File: src/rtl/fetch_pc_unit.sv
// Instruction-fetch front end: owns the PC, drives the instruction-memory address
// and loads the IF/ID register (sequential fetch, redirect flush, stall, halt).
module fetch_pc_unit #(
  parameter int               WIDTH     = 9,
  parameter logic [WIDTH-1:0] RESET_PC  = '0,
  parameter logic [31:0]      NOP_INSTR = 32'h00000013
) (
  input  logic             clk,
  input  logic             rst_n,
  input  logic             stall_i,
  input  logic             pc_sel_i,
  input  logic [31:0]      branch_pc_i,
  output logic [WIDTH-1:0] imem_addr_o,
  input  logic [31:0]      imem_rdata_i,
  output logic [WIDTH-1:0] if_pc_o,
  output logic [31:0]      if_instr_o,
  output logic             if_valid_o,
  output logic             halted_o,
  output logic             misalign_o,
  output logic [15:0]      redirect_cnt_o
);

  localparam logic [0:0] S_RUN    = 1'b0;
  localparam logic [0:0] S_HALTED = 1'b1;

  logic [0:0]       state_q,    state_d;
  logic [WIDTH-1:0] pc_q,       pc_d;
  logic [WIDTH-1:0] if_pc_q,    if_pc_d;
  logic [31:0]      if_instr_q, if_instr_d;
  logic             if_valid_q, if_valid_d;
  logic             misalign_q, misalign_d;
  logic [15:0]      cnt_q,      cnt_d;
  logic             halt_req;

  // The all-ones target is reserved as the halt request, never a real redirect.
  assign halt_req = pc_sel_i && (branch_pc_i == 32'hFFFF_FFFF);

  always_comb begin
    state_d    = state_q;
    pc_d       = pc_q;
    if_pc_d    = if_pc_q;
    if_instr_d = if_instr_q;
    if_valid_d = if_valid_q;
    misalign_d = misalign_q;
    cnt_d      = cnt_q;
    if (state_q == S_RUN) begin
      if (halt_req) begin
        state_d    = S_HALTED;
        if_pc_d    = pc_q;
        if_instr_d = NOP_INSTR;
        if_valid_d = 1'b0;
      end else if (pc_sel_i) begin
        pc_d       = {branch_pc_i[WIDTH-1:2], 2'b00};
        if_pc_d    = pc_q;
        if_instr_d = NOP_INSTR;
        if_valid_d = 1'b0;
        cnt_d      = (cnt_q == 16'hFFFF) ? cnt_q : cnt_q + 16'd1;
        if (branch_pc_i[1:0] != 2'b00) begin
          misalign_d = 1'b1;
        end
      end else if (!stall_i) begin
        pc_d       = pc_q + WIDTH'(4);
        if_pc_d    = pc_q;
        if_instr_d = imem_rdata_i;
        if_valid_d = 1'b1;
      end
    end
  end

  always_ff @(posedge clk) begin
    if (!rst_n) begin
      state_q    <= S_RUN;
      pc_q       <= RESET_PC;
      if_pc_q    <= '0;
      if_instr_q <= NOP_INSTR;
      if_valid_q <= 1'b0;
      misalign_q <= 1'b0;
      cnt_q      <= '0;
    end else begin
      state_q    <= state_d;
      pc_q       <= pc_d;
      if_pc_q    <= if_pc_d;
      if_instr_q <= if_instr_d;
      if_valid_q <= if_valid_d;
      misalign_q <= misalign_d;
      cnt_q      <= cnt_d;
    end
  end

  assign imem_addr_o    = pc_q;
  assign if_pc_o        = if_pc_q;
  assign if_instr_o     = if_instr_q;
  assign if_valid_o     = if_valid_q;
  assign halted_o       = (state_q == S_HALTED);
  assign misalign_o     = misalign_q;
  assign redirect_cnt_o = cnt_q;

endmodule

File: config.mk
export PLATFORM = sky130hd
export DESIGN_NAME = fetch_pc_unit
export DESIGN_NICKNAME = d
export VERILOG_FILES = /design/src/rtl/fetch_pc_unit.sv
export SDC_FILE = /design/constraint.sdc
export NUM_CORES = 1
export LEC_CHECK = 0
export BUFFER_PORTS_ARGS = -buffer_cell sky130_fd_sc_hd__buf_2
export CORE_UTILIZATION = 47
export CTS_CLUSTER_SIZE = 16
export DETAILED_ROUTE_END_ITERATION = 12
export PLACE_DENSITY = 0.8
export SYNTH_ARGS = -nofsm -noshare
export SYNTH_HDL_FRONTEND = slang
export SYNTH_SLANG_ARGS = --single-unit
File: constraint.sdc
create_clock -name clk -period 1.85 [get_ports clk]
set_input_delay 0.185 -clock clk [delete_from_list [all_inputs] [get_ports clk]]
set_output_delay 0.185 -clock clk [all_outputs]
set_load 0.01 [all_outputs]
== Word-level counts from Yosys, hierarchy flattened ==
Cells that the tools add are included.
Storage, ports and cells
  flip-flop bits (word level): 69
  bits of input ports: 68
  output and inout bits: 69
  word-level logic and storage cells: 35
Operators by class
  add/sub/neg operators: 2
  eq/ne operators: 4
  mux-type cells: 13
  bitwise logic cells: 3
  reductions and logical operators: 6
Operator list (number)
  32-bit 2-to-1 mux: 3
  9-bit 2-to-1 mux: 5
  32-bit == test (second input constant): 1
  16-bit by 1-bit adder with 16-bit output (second input constant): 1
  16-bit == test (second input constant): 1
  9-bit by 3-bit adder with 9-bit output (second input constant): 1
  4-bit AND reduction: 2
  1-bit 2-to-1 mux: 5
  3-bit by 1-bit inequality test with 1-bit output (second input constant): 1
  1-bit inverter: 3
  3-bit AND reduction: 1
  2-bit by 1-bit inequality test with 1-bit output (second input constant): 1
  2-bit AND reduction: 1
  2-bit nonzero test: 1
  1-bit logical AND: 1

== Depth between registers and ports, before layout ==
  depth in word-level cells: 4
  gate-level depth with buffers: 7
  gate-level depth less buffers: 6

== Worst setup path before layout ==
Ideal clock, no wire load.
  path type: flip-flop to flip-flop
  start point: reg cnt_q[8] (netlist: redirect_cnt_o[8])
  end point: reg cnt_q[15] (netlist: redirect_cnt_o[15])
  setup time: 0.070 ns
  data arrival time: 1.698 ns
  required time: 1.780 ns
  setup slack: 0.082 ns
  stages on the path, launching flop included: 6
  buffers on the path: 0
  clock period less this slack: 1.768 ns
  cells stage by stage: dfxtp_1 and4_4 nand4_4 or3_1 or4_1 a21oi_1
On the way
  cells in the longest elaborated chain, start to end: 3
  elaborated cells on any way between the ends: 4
  those cells by class: add/sub: 1; eq/ne: 1; bitwise: 1; reduce/logical: 1
RTL lines
  from (decl): line 32  | logic [15:0] cnt_q, cnt_d;
  from (signal assigned): line 86  | cnt_q <= cnt_d;
  branches (longest 3 deep; another with 16-bit by 1-bit adder with 16-bit output)
Parallel ways; which one is timed is not known.
A chain may end at the register's enable or synchronous reset.

== Worst setup path after layout ==
  start point: reg cnt_q[0] (netlist: redirect_cnt_o[0])
  end point: reg cnt_q[4] (netlist: redirect_cnt_o[4])
Same word-level chain as after synthesis.

==> implementation parameters <==
Parameter                              Value

Status
  Result of the run    finished clean

Die
  Area of the core    5991 um^2
  Die X-Extent    81.26 um
  Effective utilization at floorplan    49.29%
  Die span in y    81.26 um
  Number of placement rows    28
  Overall die area    6603 um^2
  Number of primary I/O pins    137

Placement
  Placed cells    558
  Routability congestion estimate    0.7818
  Post-DP HPWL    5836 um
  Port bufs    132

Cells and area
  Fill count    503
  Post-Layout Cell Count    574
  Layout Area Growth over Synthesis    35.55%
  Final Net Count    564
  Share of final-layout standard cells stronger than drive strength 1    36.67%
  Antenna cell count    0
  Storage cell area    1309 um^2
  Total area of multi-input combinational cells    1520 um^2

Timing
  Worst Max-Slew Pin Slew    0.4896 ns
  Setup violators final    0
  Post-route fraction of the period consumed by the critical path    96.63%
  Relative slew slack    67.06%
  Hold Fails Final Rpt    0
  Setup TNS    0 ns
  Final worst hold slack    0.1107 ns
  Maximum clock frequency    559.4 MHz
  Setup repair after global routing missed its margin    false
  Min Clock Period, post-route    1.788 ns
  Count of final max-slew check failures    0
  Clk_skew    0.007864 ns

Clock network
  Post CTS Setup Buffer Count    0
  Clock sink count    65
  Clock-pin slew on the worst setup and hold paths    0.07 ns
  Root Buffer    clkbuf_8
  Cts bufs inserted    9
  Hold_buf cts    0
  CTS tree    yes
  Largest buffer count on any clock path    2
  Clock Latency Late Sink    0.34 ns
  Number of levels the H-tree was split into    3

Synthesis
  Number of distinct library cell variants in the gate-level netlist after synthesis    42
  EDFF count, synth    0
  Post-synthesis cell count    356
  Portion of the post-synthesis area used by sequential elements    44.07%
  Mean post-synth cell area    8.294 um^2
  Predominant post-synthesis flop cell    dfxtp_1
  Synthesis-stage register bit count    65
  Syn Std Cell Area    2953 um^2
  Fraction of registers with async set or reset after synthesis    0%
  Warning count from the yosys run    0

Job
  Max-cap viol count    0

Routing
  Per-cell via count in the routed design    5.406
  Post-Route WL    8222 um
  Post-route ant nets    0
  Post-detailed-route wirelength per cell    14.32 um
  First-iteration detailed-routing DRC count    150
  Via count    3103
  First-pass DRT Iterations    4
  Remaining DRCs    0

Pwr
  Internal power    0.002442 W
  Worst IR Drop VDD    0.4876 mV
  LEAKAGE    1.929 nW
  Fraction of power consumed by the clock network    41.5%
  Power Density    813.1 nW/um^2
  Switching Power    0.0008128 W
  Fraction of power consumed by combinational cells    12.5%
  Part of the total power dissipated in sequential elements    46.0%
  Switching share of power    24.98%

Setup path
  Worst endpoint required time    2.10 ns
  Kind of critical path    reg -> reg
  Arrival time at the worst endpoint    2.04 ns
  Number of buffers and inverters on the critical path    1
  CP Launch Type    register
  Slowest cell on the critical path    or4_1
  Critical path capture point type    register
  Gate family responsible for the most delay along the worst path    simple AND/OR/NAND/NOR gates
  Critical-path cell list    ha_1 -> nand4_4 -> o31ai_4 -> buf_12 -> or4_1 -> a21oi_1
  Crit Path Max Fanout    24
  Largest stage delay on the critical path    0.51 ns

Worst hold path
  Hold Path Class    in -> reg

Global route
  GRT overflow    0
  Via count of the first global-routing pass    2740
  Initial antenna violation count    0
  Global-route wire length before repair    12580 um
  Pin count of the biggest net entering global routing    31
  Global-route usage over all layers    24.91%
area by class of cell:
class                      instances  share of cell area, %
timing repair buffer             152                  20.88
sequential                        65                  32.70
multi-input combinational        260                  37.98
inverter                           6                 0.5627
tap                               75                  2.344
clock inverter                     4                  1.907
clock buffer                      12                  3.626
worst reg2reg max path: stages, from the launching register on:
cell	delay [ns]
dfxtp_1	0.32
ha_1	0.27
nand4_4	0.17
o31ai_4	0.09
buf_12	0.17
or4_1	0.52
a21oi_1	0.17
cell usage in the layout, fill, tap and decap left out, types with 3 or more instances in the layout:
cell type,count
nand4_1,8
nand3_1,9
a21oi_1,44
buf_2,132
and3_1,32
clkbuf_8,10
mux2i_1,10
or4_1,6
nor3_1,8
dfxtp_1,61
inv_1,5
nor2_1,42
dfxtp_2,3
nand2_1,33
nor4_1,4
buf_4,18
o31ai_1,10
conb_1,4
o21ai_0,9
or3_1,3
a211oi_1,4
nand2b_1,7
Yosys cell counts (all sizes together), types with 6 or more instances:
library cell  instances  area (um^2)
mux2i                10        100.1
o21ai                10        50.04
nand4                10        83.83
dfxtp                65         1301
buf                  12        85.08
nand2b                7        43.79
or4                   7        52.55
inv                   6        22.52
nand3                10        55.05
nand2                33        123.9
and3                 32        200.2
clkbuf               16        60.06
nor3                  8        40.04
o31ai                11        96.34
nor2                 42        157.7
a21oi                46        230.2
state kept, by name (all words and copies together), names as in the netlist:
name,cells
halted_o,1
if_instr_o,32
if_pc_o,7
if_valid_o,1
imem_addr_o,7
misalign_o,1
redirect_cnt_o,16
layer usage:
| metal | vias to the layer above | track usage [%] | part of all wire [%] |
|---|---|---|---|
| li1 | 1544 | - | - |
| met1 | 1427 | 32.35 | 44 |
| met2 | 114 | 38.83 | 48 |
| met3 | 18 | 4.607 | 5.6 |
| met4 | 0 | 13.39 | 2.3 |
| met5 | - | 0 | 0 |
timing repair:
item,in CTS,in global routing
hold endpoints to repair,0,0
gates resized for setup,0,9
setup endpoints to repair,0,7
worst paths after layout:
check | cells past startpoint | slack (ns) | to | start
hold / removal | 3 | 0.11 | if_instr_o[1] | imem_rdata_i[1]
hold reg to reg | 2 | 0.46 | if_pc_o[3] | if_pc_o[3]
setup / recovery | 6 | 0.06 | redirect_cnt_o[4] | redirect_cnt_o[0]
setup reg to reg | 6 | 0.06 | redirect_cnt_o[4] | redirect_cnt_o[0]
power groups by stage:
stage               sequential [W]  combinational, W  clock (W)
finish                     0.00150          0.000405    0.00135
global route               0.00151          0.000448    0.00144
CTS                        0.00150          0.000405    0.00137
detailed placement         0.00153          0.000404          0
global placement           0.00153          0.000396          0
floorplan                  0.00156          0.000189          0
kinds of logic (layout without fill, tap and decap cells):
kind of cell / Yosys count / count (layout) / share of synthesized area, %
mux: 10 / 10 / 3.390
fa+ha+maj: 2 / 2 / 0.8473
other cells: 1 / 4 / 0.1270
flops: 65 / 65 / 44.07
xor+xnor: 1 / 1 / 0.2967
simple gates: 163 / 163 / 29.11
compound gates: 80 / 80 / 16.48
buf+inv: 34 / 174 / 5.678
metrics by stage:
stage	utilization [%]	area, um^2	setup slack (ns)	power (W)
after floorplan	-	2964	0.08162	0.001746
after global placement	62.64	3752	0.09075	0.001923
after detailed placement	62.64	3752	0.04742	0.001934
after CTS	66.33	3974	0.03168	0.003272
after global routing	66.81	4003	0.001920	0.003391
final	66.81	4003	0.06226	0.003254
(Power assumes the default switching activity.)
